$ cat src/rtl/pot_sampler_pkg.sv
// pot_sampler_pkg: shared FSM encoding, XADC DRP addresses and the 12-bit result mask.
package pot_sampler_pkg;
  typedef enum logic [1:0] {S_IDLE, S_REQ, S_WAIT, S_CMP} state_t;
  localparam logic [6:0] DRP_VAUX_BASE = 7'h10;
  localparam logic [6:0] DRP_VAUX3 = 7'h13;
  localparam logic [15:0] RESULT_MASK = 16'hFFF0;
  function automatic logic [6:0] vaux_addr(input logic [3:0] ch);
    return DRP_VAUX_BASE + {3'b000, ch};
  endfunction
endpackage

$ cat src/rtl/pot_sampler_if.sv
// pot_sampler_if: XADC DRP port bundle; master is the sampler, slave is the XADC.
interface pot_sampler_if;
  logic den;
  logic dwe;
  logic [6:0] daddr;
  logic [15:0] di;
  logic drdy;
  logic [15:0] do_drp;
  modport master(output den, dwe, daddr, di, input drdy, do_drp);
  modport slave(input den, dwe, daddr, di, output drdy, do_drp);
endinterface

$ cat src/rtl/pot_avg_accum.sv
// pot_avg_accum: box-car accumulator, window counter and publish decision (hysteresis when POT_SAMPLER_HYST_EN).
module pot_avg_accum
  import pot_sampler_pkg::*;
#(
  parameter int AVG_LOG2 = 3,
  parameter logic [15:0] HYST = 16'h0200
) (
  input  logic clk,
  input  logic rst,
  input  logic add,
  input  logic cmp,
  input  logic [15:0] sample,
  output logic full,
  output logic ready,
  output logic [15:0] data_adc
);
  localparam int W = 16 + AVG_LOG2;
  localparam logic [AVG_LOG2:0] LAST = (AVG_LOG2 + 1)'((2 ** AVG_LOG2) - 1);
  logic [W-1:0] acc;
  logic [AVG_LOG2:0] cnt;
  logic [15:0] avg, avg_q;
  logic publish, pub_q;
  assign full = cnt == LAST;
  assign avg = 16'(acc >> AVG_LOG2) & RESULT_MASK;
`ifdef POT_SAMPLER_HYST_EN
  logic first;
  logic [16:0] diff;
  assign diff = avg >= data_adc ? {1'b0, avg - data_adc} : {1'b0, data_adc - avg};
  assign publish = first || diff >= {1'b0, HYST};
  always_ff @(posedge clk)
    if (rst) first <= 1'b1;
    else if (cmp && publish) first <= 1'b0;
`else
  assign publish = 1'b1;
`endif
  // Decision is registered in CMP, then published one edge later.
  always_ff @(posedge clk) begin
    if (rst) begin
      acc <= '0;
      cnt <= '0;
      avg_q <= '0;
      pub_q <= 1'b0;
      ready <= 1'b0;
      data_adc <= '0;
    end else begin
      pub_q <= cmp && publish;
      ready <= pub_q;
      if (cmp) begin
        acc <= '0;
        cnt <= '0;
        avg_q <= avg;
      end else if (add) begin
        acc <= acc + W'(sample & RESULT_MASK);
        cnt <= cnt + 1'b1;
      end
      if (pub_q) data_adc <= avg_q;
    end
  end
endmodule

$ cat src/rtl/pot_sampler.sv
// pot_sampler: polls one XADC aux channel over DRP, averages and publishes; hysteresis via POT_SAMPLER_HYST_EN.
module pot_sampler
  import pot_sampler_pkg::*;
#(
  parameter int SAMPLE_DIV = 100000,
  parameter int AVG_LOG2 = 3,
  parameter logic [15:0] HYST = 16'h0200,
  parameter logic [6:0] DRP_ADDR = DRP_VAUX3,
  parameter int TIMEOUT = 255
) (
  input  logic clk,
  input  logic rst,
  pot_sampler_if.master drp,
  output logic ready,
  output logic [15:0] data_adc,
  output logic timeout_err
);
  localparam int DW = $clog2(SAMPLE_DIV);
  localparam int TW = $clog2(TIMEOUT + 1);
  state_t state;
  logic [DW-1:0] div;
  logic [TW-1:0] wcnt;
  logic tick, pending, add, cmp, full;
  assign tick = div == DW'(SAMPLE_DIV - 1);
  assign add = state == S_WAIT && drp.drdy;
  assign cmp = state == S_CMP;
  assign drp.dwe = 1'b0;
  assign drp.di = '0;
  assign drp.daddr = DRP_ADDR;
  always_ff @(posedge clk) begin
    if (rst) begin
      state <= S_IDLE;
      div <= '0;
      pending <= 1'b0;
      wcnt <= '0;
      drp.den <= 1'b0;
      timeout_err <= 1'b0;
    end else begin
      div <= tick ? '0 : div + 1'b1;
      drp.den <= 1'b0;
      if (tick && state != S_IDLE) pending <= 1'b1;
      case (state)
        S_IDLE:
          if (tick || pending) begin
            pending <= 1'b0;
            drp.den <= 1'b1;
            state <= S_REQ;
          end
        S_REQ: begin
          wcnt <= '0;
          state <= S_WAIT;
        end
        S_WAIT:
          if (drp.drdy) state <= full ? S_CMP : S_IDLE;
          else if (wcnt == TW'(TIMEOUT - 1)) begin
            timeout_err <= 1'b1;
            state <= S_IDLE;
          end else wcnt <= wcnt + 1'b1;
        default: state <= S_IDLE;
      endcase
    end
  end
  pot_avg_accum #(.AVG_LOG2(AVG_LOG2), .HYST(HYST)) u_accum (
    .clk(clk),
    .rst(rst),
    .add(add),
    .cmp(cmp),
    .sample(drp.do_drp),
    .full(full),
    .ready(ready),
    .data_adc(data_adc)
  );
endmodule
$ cat src/flat_wrapper.sv
// flat-port wrapper written by rule: the top's interface ports become plain ports
module pot_sampler_flat import pot_sampler_pkg::*;
#(
  parameter int SAMPLE_DIV = 100000,
  parameter int AVG_LOG2 = 3,
  parameter logic [15:0] HYST = 16'h0200,
  parameter logic [6:0] DRP_ADDR = DRP_VAUX3,
  parameter int TIMEOUT = 255
)
  (clk, rst, ready, data_adc, timeout_err, drp_den, drp_dwe, drp_daddr, drp_di, drp_drdy, drp_do_drp);
  pot_sampler_if drp_i ();
  input  logic clk;
  input  logic rst;
  output logic ready;
  output logic [15:0] data_adc;
  output logic timeout_err;
  output wire logic [$bits(drp_i.den)-1:0] drp_den;
  output wire logic [$bits(drp_i.dwe)-1:0] drp_dwe;
  output wire logic [$bits(drp_i.daddr)-1:0] drp_daddr;
  output wire logic [$bits(drp_i.di)-1:0] drp_di;
  input wire logic [$bits(drp_i.drdy)-1:0] drp_drdy;
  input wire logic [$bits(drp_i.do_drp)-1:0] drp_do_drp;
  assign drp_den = drp_i.den;
  assign drp_dwe = drp_i.dwe;
  assign drp_daddr = drp_i.daddr;
  assign drp_di = drp_i.di;
  assign drp_i.drdy = drp_drdy;
  assign drp_i.do_drp = drp_do_drp;
  pot_sampler #(.SAMPLE_DIV(SAMPLE_DIV), .AVG_LOG2(AVG_LOG2), .HYST(HYST), .DRP_ADDR(DRP_ADDR), .TIMEOUT(TIMEOUT)) u_core (.clk(clk), .rst(rst), .drp(drp_i), .ready(ready), .data_adc(data_adc), .timeout_err(timeout_err));
endmodule
$ cat config.mk
export PLATFORM = sky130hd
export DESIGN_NAME = pot_sampler_flat
export DESIGN_NICKNAME = d
export VERILOG_FILES = /design/src/rtl/pot_sampler_pkg.sv /design/src/rtl/pot_sampler_if.sv /design/src/rtl/pot_avg_accum.sv /design/src/rtl/pot_sampler.sv /design/src/flat_wrapper.sv
export SDC_FILE = /design/constraint.sdc
export NUM_CORES = 1
export LEC_CHECK = 0
export ABC_AREA = 1
export BUFFER_PORTS_ARGS = -buffer_cell sky130_fd_sc_hd__buf_4
export CORE_AREA = 5 5 93 95
export CTS_CLUSTER_DIAMETER = 100
export DETAILED_ROUTE_END_ITERATION = 12
export DIE_AREA = 0 0 98 100
export PLACE_DENSITY = 0.75
export SLEW_MARGIN = 15
export SYNTH_ARGS = -nofsm -noshare
export SYNTH_HDL_FRONTEND = slang
export SYNTH_SLANG_ARGS = --single-unit
$ cat constraint.sdc
create_clock -name clk -period 3.9 [get_ports clk]
set_clock_uncertainty 0.2 [all_clocks]
set_input_delay 0.585 -clock clk [delete_from_list [all_inputs] [get_ports clk]]
set_output_delay 0.585 -clock clk [all_outputs]
set_load 0.005 [all_outputs]
==> results.sh <==
export IMPL_dp_cells=699
export IMPL_max_cap_violations=0
export IMPL_dieArea_um2=9800
export IMPL_grt_pass1_wl_um=14000
export IMPL_grtUsageMet3_pct=4.52
export IMPL_clock_root_buffer="clkbuf_8"
export IMPL_clk_path_buf_depth=2
export IMPL_die_w_um=98
export IMPL_yosys_warnings=0
export IMPL_yosysUniqueCellTypes=41
export IMPL_hold_viol_final=0
export IMPL_pin_count=62
export IMPL_diodes=0
export IMPL_cts_resized=0
export IMPL_cts_max_level=3
export IMPL_whs_endpoint="u_core.u_accum.cnt[2]"
export IMPL_cts_tree="yes"
export IMPL_multi_input_area_um2=2090
export IMPL_core_um2=7650
export IMPL_first_iter_violations=143
export IMPL_portBuffers=29
export IMPL_p_total_mw=1.32
export IMPL_synth_edf_count=0
export IMPL_grt_antenna_before_repair=0
export IMPL_use_met2_pct=31.3
export IMPL_ys_seq_area_share_pct=36.8
export IMPL_cts_sinks=75
export IMPL_powerDensity_nw_per_um2=298
export IMPL_status="complete, no violations"
export IMPL_worst_pin_slew_ns=0.519
export IMPL_startpoint_type="input pin"
export IMPL_die_h_um=100
export IMPL_cts_buffers_inserted=9
export IMPL_cp_arrival_ns=2.12
export IMPL_drive_gt1_share_pct=11.3
export IMPL_dpl_hpwl_um=6160
export IMPL_wl_um=8150
export IMPL_reg2reg_depth=10
export IMPL_area_delta_synth_final_pct=8.24
export IMPL_regToRegEndpoint="u_core.u_accum.acc[12]"
export IMPL_post_route_drc_count=0
export IMPL_wl_per_cell_um=11.4
export IMPL_power_leakage_nw=2.13
export IMPL_cpPeakStageDelay_ns=0.46
export IMPL_cpMaxStageDelayCell="fa_1"
export IMPL_vdd_ir_drop_max_v=0.000191
export IMPL_crit_cells=11
export IMPL_hold_ws_ns=0.238
export IMPL_synthesis_area_um2=4080
export IMPL_worstPathRequired_ns=3.94
export IMPL_path_class="input pin to flop"
export IMPL_fin_crit_sh_pct=53.3
export IMPL_path_clk_slew_ns=0.07
export IMPL_postCtsSetupBuffers=0
export IMPL_finalMaxSlewViolations=0
export IMPL_crit_family="adder cells"
export IMPL_grt_ovfl_total=0
export IMPL_ant_nets=0
export IMPL_insertion_delay_ns=0.34
export IMPL_crit_path_end_kind="flop"
export IMPL_grt_max_degree=22
export IMPL_core_rowCount=32
export IMPL_crit_buf_inv=2
export IMPL_rsz0062_at_grt="false"
export IMPL_cts_hold_buf=0
export IMPL_register_area_um2=1500
export IMPL_yosys_most_used_dff="dfxtp_1"
export IMPL_cp_max_fo=4
export IMPL_fmax_mhz=481
export IMPL_viasPerCell=4.89
export IMPL_met1_usage_pct=19.2
export IMPL_hp_start="u_core.u_accum.cnt[2]"
export IMPL_setup_violations_final=0
export IMPL_synthCells=579
export IMPL_firstDrtPassIters=4
export IMPL_maxSlewHeadroom_pct=65.3
export IMPL_ff2ff_setup_slack_ns=1.87
export IMPL_cp_cell_sequence="buf_4 > ha_1 > fa_1 > nand3_1 > nand3_1 > nand2_1 > nand2_1 > xnor2_1 > nand2_1 > nand2_1 > inv_1"
export IMPL_initial_core_util_pct=53.4
export IMPL_cp_common_cell="nand2_1"
export IMPL_ys_ff_latch=75
export IMPL_finalNetCount=644
export IMPL_via_count=3486
export IMPL_globalRouteTotalUtil_pct=17.3
export IMPL_grt_pass1_vias=3391
export IMPL_ys_async_sr_fraction_pct=0
export IMPL_final_cells=713
export IMPL_min_path_cells=1
export IMPL_reg2reg_from="u_core.u_accum.acc[4]"
export IMPL_finalSetupTns_ns=0
export IMPL_min_path_type="flop to flop"
export IMPL_fillers=735
export IMPL_gp_congestion=0.919
export IMPL_fin_crit_ns=2.08
export IMPL_postSynthAreaPerCell_um2=7.05
export IMPL_top_usage_layer="met2"
==> cell type report <==
type | instances | share of cell area, %
Tap cell | 102 | 2.89
Clock buffer | 11 | 2.97
Clock inverter | 3 | 0.396
Sequential cell | 75 | 34.0
Multi-Input combinational cell | 406 | 47.3
Timing Repair Buffer | 30 | 5.10
Inverter | 86 | 7.39
==> worst max-delay path by stage <==
stage / from / endpoint / slack (ns)
2_1_floorplan: drp_do_drp[4] / u_core.u_accum.acc[12] / 1.80
3_3_place_gp: drp_do_drp[4] / u_core.u_accum.acc[12] / 1.51
3_5_place_dp: drp_do_drp[4] / u_core.u_accum.acc[12] / 1.48
4_1_cts: drp_do_drp[4] / u_core.u_accum.acc[12] / 1.83
5_1_grt: drp_do_drp[4] / u_core.u_accum.acc[12] / 1.60
6_report: drp_do_drp[4] / u_core.u_accum.acc[12] / 1.82
==> synth_stat cells (2+ instances only) <==
cell / count / area (µm²)
clkbuf_1: 2 / 7.51
dfxtp_1: 75 / 1500
a31oi_1: 2 / 12.5
nand3_2: 3 / 30.0
nor2_1: 76 / 285
nand2_2: 3 / 18.8
ha_1: 16 / 200
inv_1: 83 / 312
o21ai_0: 28 / 140
nand3_1: 36 / 180
nand4_1: 7 / 43.8
nand2_1: 125 / 469
a21oi_1: 29 / 145
xnor2_1: 4 / 35.0
xor2_1: 8 / 70.1
a22o_1: 5 / 43.8
nand2_4: 5 / 56.3
buf_2: 6 / 30.0
a21oi_2: 2 / 17.5
o211ai_1: 2 / 15.0
nor3_2: 2 / 20.0
nor4_1: 2 / 12.5
buf_4: 28 / 210
conb_1: 2 / 7.51
and3_1: 2 / 12.5
and2_1: 2 / 12.5
or2_2: 2 / 12.5
nor3_1: 6 / 30.0
nor2_4: 4 / 45.0
==> placed cells by master (no fill, tap or decap), types with 5 or more instances in the layout <==
| cell | count |
|---|---|
| nand3_1 | 36 |
| nor3_1 | 6 |
| nor2_1 | 76 |
| conb_1 | 28 |
| dfxtp_1 | 75 |
| o21ai_0 | 28 |
| inv_1 | 83 |
| nand4_1 | 7 |
| a21oi_1 | 29 |
| nand2_1 | 125 |
| buf_4 | 30 |
| clkbuf_8 | 9 |
| xor2_1 | 8 |
| ha_1 | 16 |
| a22o_1 | 5 |
| nand2_4 | 5 |
==> logic make-up (layout without fill, tap and decap cells) <==
| logic type | after synthesis | after routing | share of synthesized area (%) |
|---|---|---|---|
| AND/OR/NAND/NOR | 280 | 280 | 31.3 |
| buffers and inverters | 124 | 130 | 14.4 |
| flip-flops | 75 | 75 | 36.8 |
| AO/OA/AOI/OAI | 69 | 69 | 9.35 |
| adder cells (fa/ha/maj) | 17 | 17 | 5.39 |
| XOR/XNOR | 12 | 12 | 2.57 |
| other | 2 | 28 | 0.184 |
==> state kept, by name, indices dropped and copies added, names as in the netlist <==
register / flops
u_core.u_accum.acc: 15
u_core.timeout_err: 1
u_core.drp.den: 1
u_core.u_accum.pub_q: 1
u_core.u_accum.cnt: 4
u_core.u_accum.ready: 1
u_core.u_accum.data_adc: 12
u_core.pending: 1
u_core.wcnt: 8
u_core.u_accum.avg_q: 12
u_core.div: 17
u_core.state: 2
==> metal layers <==
| layer | share of wire (%) | vias to the layer above | wire (µm) |
|---|---|---|---|
| li1 | - | 1822 | - |
| met1 | 44 | 1569 | 3600 |
| met2 | 49 | 76 | 4010 |
| met3 | 4.3 | 19 | 353 |
| met4 | 2.2 | 0 | 182 |
| met5 | 0 | - | 0 |
==> metrics by stage <==
stage,util [%],instance area [µm²],worst slack [ns]
after floorplan,-,4180,1.80
after global placement,55.8,4270,1.51
after detailed placement,55.8,4270,1.48
after CTS,57.8,4420,1.83
after global routing,57.8,4420,1.60
final,57.8,4420,1.82
==> power by group <==
| part | leakage (nW) | switching, mW | internal [mW] | total (mW) |
|---|---|---|---|---|
| clock network | 0.0750 | 0.263 | 0.222 | 0.485 |
| registers | 0.604 | 0.00226 | 0.768 | 0.770 |
| logic | 1.45 | 0.0413 | 0.0226 | 0.0639 |
| total | 2.13 | 0.306 | 1.01 | 1.32 |
Note: power is estimated with default switching activity, not from simulation.
